## src/rtl/ex_mem_skid_stage.sv

```systemverilog
// EX->MEM two-entry skid buffer: narrows the ALU result, sanitises flags and drives a forwarding tap.
// Optional STAGE_PERF_CNT_EN adds stall and flush counters.
module ex_mem_skid_stage #(
  parameter int unsigned XLEN  = 64,
  parameter int unsigned RES_W = 128,
  parameter int unsigned RD_W  = 5
) (
  input  logic             clk,
  input  logic             rst,
  input  logic             flush,
  input  logic             in_valid,
  output logic             in_ready,
  input  logic [RES_W-1:0] in_result,
  input  logic             in_zero,
  input  logic             in_overflow,
  input  logic [3:0]       in_alu_ctrl,
  input  logic [RD_W-1:0]  in_rd,
  input  logic [XLEN-1:0]  in_store_data,
  input  logic             in_mem_read,
  input  logic             in_mem_write,
  input  logic             in_reg_write,
  output logic             out_valid,
  input  logic             out_ready,
  output logic [XLEN-1:0]  out_alu_result,
  output logic [XLEN-1:0]  out_mul_hi,
  output logic             out_zero,
  output logic             out_overflow,
  output logic [RD_W-1:0]  out_rd,
  output logic [XLEN-1:0]  out_store_data,
  output logic             out_mem_read,
  output logic             out_mem_write,
  output logic             out_reg_write,
  output logic             fwd_valid,
  output logic [RD_W-1:0]  fwd_rd,
  output logic [XLEN-1:0]  fwd_data
`ifdef STAGE_PERF_CNT_EN
  ,
  output logic [31:0]      perf_stall_cycles,
  output logic [31:0]      perf_flush_count
`endif
);

  localparam logic [3:0] AluAdd = 4'b0010;
  localparam logic [3:0] AluSub = 4'b0110;
  localparam logic [3:0] AluMul = 4'b0011;

  typedef struct packed {
    logic [XLEN-1:0] alu_result;
    logic [XLEN-1:0] mul_hi;
    logic            zero;
    logic            overflow;
    logic [RD_W-1:0] rd;
    logic [XLEN-1:0] store_data;
    logic            mem_read;
    logic            mem_write;
    logic            reg_write;
  } entry_t;

  // Encoding is {main_valid, skid_valid}; 2'b01 is unreachable.
  typedef enum logic [1:0] {
    StEmpty = 2'b00,
    StOne   = 2'b10,
    StFull  = 2'b11
  } state_e;

  state_e state_q, state_d;
  entry_t main_q, main_d, skid_q, skid_d, cap;
  logic   main_valid, skid_valid, accept, drain;

  assign main_valid = state_q[1];
  assign skid_valid = state_q[0];
  assign in_ready   = !skid_valid;
  assign accept     = in_valid && in_ready;
  assign drain      = main_valid && out_ready;

  always_comb begin
    cap            = '0;
    cap.alu_result = in_result[XLEN-1:0];
    cap.mul_hi     = (in_alu_ctrl == AluMul) ? in_result[RES_W-1:XLEN] : '0;
    cap.zero       = in_zero;
    // Overflow is stale on ops that do not compute it.
    cap.overflow   = ((in_alu_ctrl == AluAdd) || (in_alu_ctrl == AluSub)) && in_overflow;
    cap.rd         = in_rd;
    cap.store_data = in_store_data;
    cap.mem_read   = in_mem_read;
    cap.mem_write  = in_mem_write;
    cap.reg_write  = in_reg_write && (in_rd != '0);
  end

  always_comb begin
    state_d = state_q;
    main_d  = main_q;
    skid_d  = skid_q;
    unique case (state_q)
      StEmpty: begin
        if (accept) begin
          main_d  = cap;
          state_d = StOne;
        end
      end
      StOne: begin
        if (accept && drain) begin
          main_d = cap;
        end else if (accept) begin
          skid_d  = cap;
          state_d = StFull;
        end else if (drain) begin
          state_d = StEmpty;
        end
      end
      StFull: begin
        if (drain) begin
          main_d  = skid_q;
          state_d = StOne;
        end
      end
      default: state_d = StEmpty;
    endcase
    if (flush) state_d = StEmpty;
  end

  always_ff @(posedge clk) begin
    if (rst) begin
      state_q <= StEmpty;
      main_q  <= '0;
      skid_q  <= '0;
    end else begin
      state_q <= state_d;
      main_q  <= main_d;
      skid_q  <= skid_d;
    end
  end

  assign out_valid      = main_valid;
  assign out_alu_result = main_q.alu_result;
  assign out_mul_hi     = main_q.mul_hi;
  assign out_zero       = main_q.zero;
  assign out_overflow   = main_q.overflow;
  assign out_rd         = main_q.rd;
  assign out_store_data = main_q.store_data;
  assign out_mem_read   = main_q.mem_read;
  assign out_mem_write  = main_q.mem_write;
  assign out_reg_write  = main_q.reg_write;

  // Load data is not available yet, so loads are never forwarded from here.
  assign fwd_valid = main_valid && main_q.reg_write && !main_q.mem_read;
  assign fwd_rd    = main_q.rd;
  assign fwd_data  = main_q.alu_result;

`ifdef STAGE_PERF_CNT_EN
  always_ff @(posedge clk) begin
    if (rst) begin
      perf_stall_cycles <= '0;
      perf_flush_count  <= '0;
    end else begin
      if (main_valid && !out_ready) perf_stall_cycles <= perf_stall_cycles + 32'd1;
      if (flush && (main_valid || skid_valid)) perf_flush_count <= perf_flush_count + 32'd1;
    end
  end
`endif

endmodule
```

## config.mk

```make
export PLATFORM = sky130hd
export DESIGN_NAME = ex_mem_skid_stage
export DESIGN_NICKNAME = d
export VERILOG_FILES = /design/src/rtl/ex_mem_skid_stage.sv
export SDC_FILE = /design/constraint.sdc
export NUM_CORES = 1
export LEC_CHECK = 0
export ABC_AREA = 0
export BUFFER_PORTS_ARGS = -buffer_cell sky130_fd_sc_hd__buf_2
export CORE_AREA = 2 2 189 191
export DETAILED_ROUTE_END_ITERATION = 10
export DIE_AREA = 0 0 191 193
export PLACE_DENSITY = 0.86
export SYNTH_ARGS = -nofsm -noshare
export SYNTH_HDL_FRONTEND = slang
export SYNTH_SLANG_ARGS = --single-unit
```

## constraint.sdc

```tcl
create_clock -name clk -period 4.1 [get_ports clk]
set_input_delay 0.41 -clock clk [delete_from_list [all_inputs] [get_ports clk]]
set_output_delay 0.41 -clock clk [all_outputs]
set_load 0.01 [all_outputs]
```

# After elaboration in Yosys (flattened, before gate mapping)
# Cells that the tools add are included.
# totals
ff_bits	406
in_bits	211
output_inout_bits	274
# classes
eq_ne	10
mux	11
bitwise	1
reduce_logical	17
# op_table
cell	count
202-bit 2-to-1 mux	3
202-bit one-hot mux with 3 select lines	1
64-bit 2-to-1 mux	1
2-bit 2-to-1 mux	5
4-bit by 2-bit == test with 1-bit output (second input constant)	2
2-bit != test (second input constant)	4
4-bit AND reduction	2
1-bit logical AND	7
2-bit one-hot mux with 3 select lines	1
5-bit nonzero test	1
2-bit == test (second input constant)	2
4-bit by 3-bit == test with 1-bit output (second input constant)	1
3-bit != test (second input constant)	1
3-bit AND reduction	1
3-bit nonzero test	1
1-bit logical NOT	2
2-bit logical NOT	1
2-bit OR reduction	1
1-bit logical OR	1
1-bit inverter	1

# Depth between registers and ports, before layout
# logic_depth
ltp_word	5
ltp_mapped	9
depth_no_buf	6

# Worst setup path after synthesis
# No wires, ideal clock.
# synth_timing
kind	reg-to-reg
start	register state_q[1]
end	register main_q (netlist bit fwd_data[44])
t_arrival_ns	1.877
t_required_ns	4.019
path_slack_ns	2.142
stages_incl_launch_ff	10
synth_period_minus_slack_ns	1.958
path_cell_list	dfxtp_1 > inv_1 > ha_1 > nor2_1 > a41o_2 > and2_1 > buf_2 > buf_6 > buf_6 > a211oi_2
# synth_between
elab_chain_len	4
word_cells_on_any_way	11
cone_classes	eq/ne (5); mux (1); reduce/logical (5)
# synth_lines
element	line	source
from (decl)	66	state_e state_q, state_d;
from (signal assigned)	124	state_q <= StEmpty;
from (signal assigned)	128	state_q <= state_d;
1-bit logical AND	74	assign drain = main_valid && out_ready;
1-bit logical AND	102	if (accept && drain) begin
2-bit != test (no line)	n/a	
4-bit AND reduction (no line)	n/a	
to (signal assigned)	129	main_q <= main_d;
to (decl)	67	entry_t main_q, main_d, skid_q, skid_d, cap;
# Several ways; a longest one is shown, not always the timed one.
# A chain may end at the register's enable or synchronous reset.

# Worst setup path in the final report
# layout_timing
start	register state_q[1]
end	register main_q (netlist bit out_mul_hi[55])
# The elaborated chain is that of the path after synthesis.

==> metrics.txt <==
vias in the first global route 15170; setup violators final 0; Final period util 71.32%; Hold Buf Count CTS 0; Reg2Reg Setup Slack 1.18 ns; WP data arrival roughly 3.4 ns; CP cell instances inv_1 -> ha_1 -> nor2_1 -> a41o_4 -> buf_12 -> a21oi_1 -> a211oi_2; Final min period 2.924 ns; Max Fanout on Critical Path 202; Critical Path RT 4.56 ns; Setup Buffers After CTS 0; Peak VDD IR 0.3705 mV; cts bufs inserted 42; PD cells 480.1 nW/µm²; Slew Limit Fails 0; worst skew pair latency 0.55 ns; DP Cell Count 2621; CP delay by family, top buffers and inverters; IO Count 485; register area share after synthesis 45.69%; Max-slew headroom 15.61%; Die ar. 36860 µm²; crit path kind flip-flop to flip-flop; All-Layer GR Usage 26.34%; WL per Instance about 19 µm; Starting Density 50.87%; # Max-Cap Violations 0; Static Leak 7.862 nW; Layout Area Growth over Synthesis 18.87%; number of synthesis warnings 0; Crit-path slowest cell dfxtp_1; Fin Clk Skew 0.008516 ns; Post-Syn Area about 18000 µm²; initial antenna violation count 14; Synth cell types 32; Post-synth EDFFs 0; Worst Max-Slew Pin Slew 1.266 ns; detailed placement HPWL 31790 µm; most frequent cells after synthesis 406 x dfxtp_1, 403 x a21oi_1, 342 x nand2_1, 179 x a211oi_2, 140 x mux2i_1; Area contributors post-synth dfxtp_1 46%, a211oi_2 13%, a21oi_1 11%; fillers ~2800; aggregate global routing overflow 0; async set or reset register ratio after synthesis 0%; CTS H-tree lvls 2; number of DRC markers in iteration 0 1467; layout cell share with drive strength beyond 1 33.94%; Worst-path clk slew 0.06 ns; Core Region between 30000 and 40000 µm²; Final nets 2420; post_cts resized 0; Fmax 342.0 MHz; Final Hold Vio Count 0; area share of the largest cell type after synthesis between 40% and 50%; Final Wtd Congestion about 0.84; unrepaired setup endpoints after global routing false; flops & latches, synth 406; Post-Syn Instances 1918; CTS tree built; CTS Buffer Depth 3; DIE HEIGHT between 150 and 200 µm; Vias 15940; Die W 191 µm; status complete, no violations; Finished Layout Cells between 2000 and 3000; delay of the slowest critical-path stage 0.54 ns; input/output buffers 484; Hold Path Class primary input to flip-flop; most frequent cell after synthesis dfxtp_1; first-pass GRT wire length 79350 µm; drt pass-1 iters 5; Most used DFF post-synth dfxtp_1; clk sinks 406; CP bufs+invs 2; pin count of the biggest net entering global routing 204; Root Buffer clkbuf_16; cell taking the most area after synthesis dfxtp_1; drt via density slightly below 6; Syn Nets about 2100; row count 69; Detail Route Antenna Nets 0; Setup TNS Final 0 ns; synthesized area per cell 9.274 µm²; hold_ws about 0.11 ns; CP Capture Type flip-flop; routed wire length 52190 µm; DRC viols 0; startpoint types flip-flop
## final timing paths
| kind | startpoint | to | depth (start not counted) |
|---|---|---|---|
| setup / recovery | state_q[1]$_SDFFE_PP0P_ | out_mul_hi[55]$_SDFFE_PP0P_ | 7 |
| hold / removal | in_store_data[61] | skid_q[64]$_SDFFE_PP0P_ | 3 |
| setup reg to reg | state_q[1]$_SDFFE_PP0P_ | out_mul_hi[55]$_SDFFE_PP0P_ | 7 |
| hold reg to reg | skid_q[79]$_SDFFE_PP0P_ | skid_q[79]$_SDFFE_PP0P_ | 2 |
## registers in the layout (all words and copies together), names as in the netlist
register	cells
fwd_data	64
fwd_rd	5
out_mem_read	1
out_mem_write	1
out_mul_hi	64
out_overflow	1
out_reg_write	1
out_store_data	64
out_zero	1
skid_q	202
state_q	2
## cell families after synthesis
kind of cell	after synthesis	share of synthesized area, %
fa+ha+maj	5	0.3517
buf+inv	266	8.441
compound gates	674	27.87
simple gates	426	9.714
xor+xnor	1	0.04925
flops	406	45.70
mux	140	7.878
## per-layer routing
layer	share of wire (%)	GRT usage (%)	routed length, µm
met5	0.025	0	13
met2	49	43.90	25350
met1	38	31.55	20070
met3	7.6	5.502	3968
met4	5.3	15.44	2786
## through the flow
step | util, % | instance area [µm²] | power [mW] | setup slack, ns
3_3_place_gp | 56.28 | 19680 | 6.210 | 1.540
2_1_floorplan | - | 17790 | 5.714 | 2.142
5_1_grt | 60.45 | 21140 | 10.50 | 1.196
6_report | 60.47 | 21140 | 10.15 | 1.176
4_1_cts | 60.36 | 21110 | 10.18 | 1.396
3_5_place_dp | 56.28 | 19680 | 6.277 | 1.426
## cell type report
class,instances,area [µm²],share of cell area (%)
Inverter,3,11.26,0.05326
Clock inverter,15,180.2,0.8522
Sequential cell,406,8128,38.44
Antenna cell,15,37.54,0.1775
Multi-Input combinational cell,1246,8223,38.89
Timing Repair Buffer,505,2740,12.96
Clock buffer,61,1246,5.894
Tap cell,461,576.8,2.728
## cell usage in the layout (no fill, tap or decap), types with 15 or more instances in the layout
cell type  count
nand3_1       66
a211oi_2     179
clkbuf_16     45
nand2_1      342
a21oi_1      403
a22oi_1       64
a211oi_1      23
buf_2        483
dfxtp_1      406
mux2i_1      140
diode_2       15
## worst reg2reg max path: stages (launching register included)
cell and delay, ns:
dfxtp_1 0.54, inv_1 0.16, ha_1 0.35, nor2_1 0.15, a41o_4 0.13, buf_12 0.52
a21oi_1 0.72, a211oi_2 0.28
## power breakdown
part	internal (mW)	total [mW]	switching, mW
sequential	4.23	4.41	0.178
combinational	0.677	1.80	1.13
clock	2.36	3.94	1.57
Note: power is estimated with default switching activity, not from simulation.
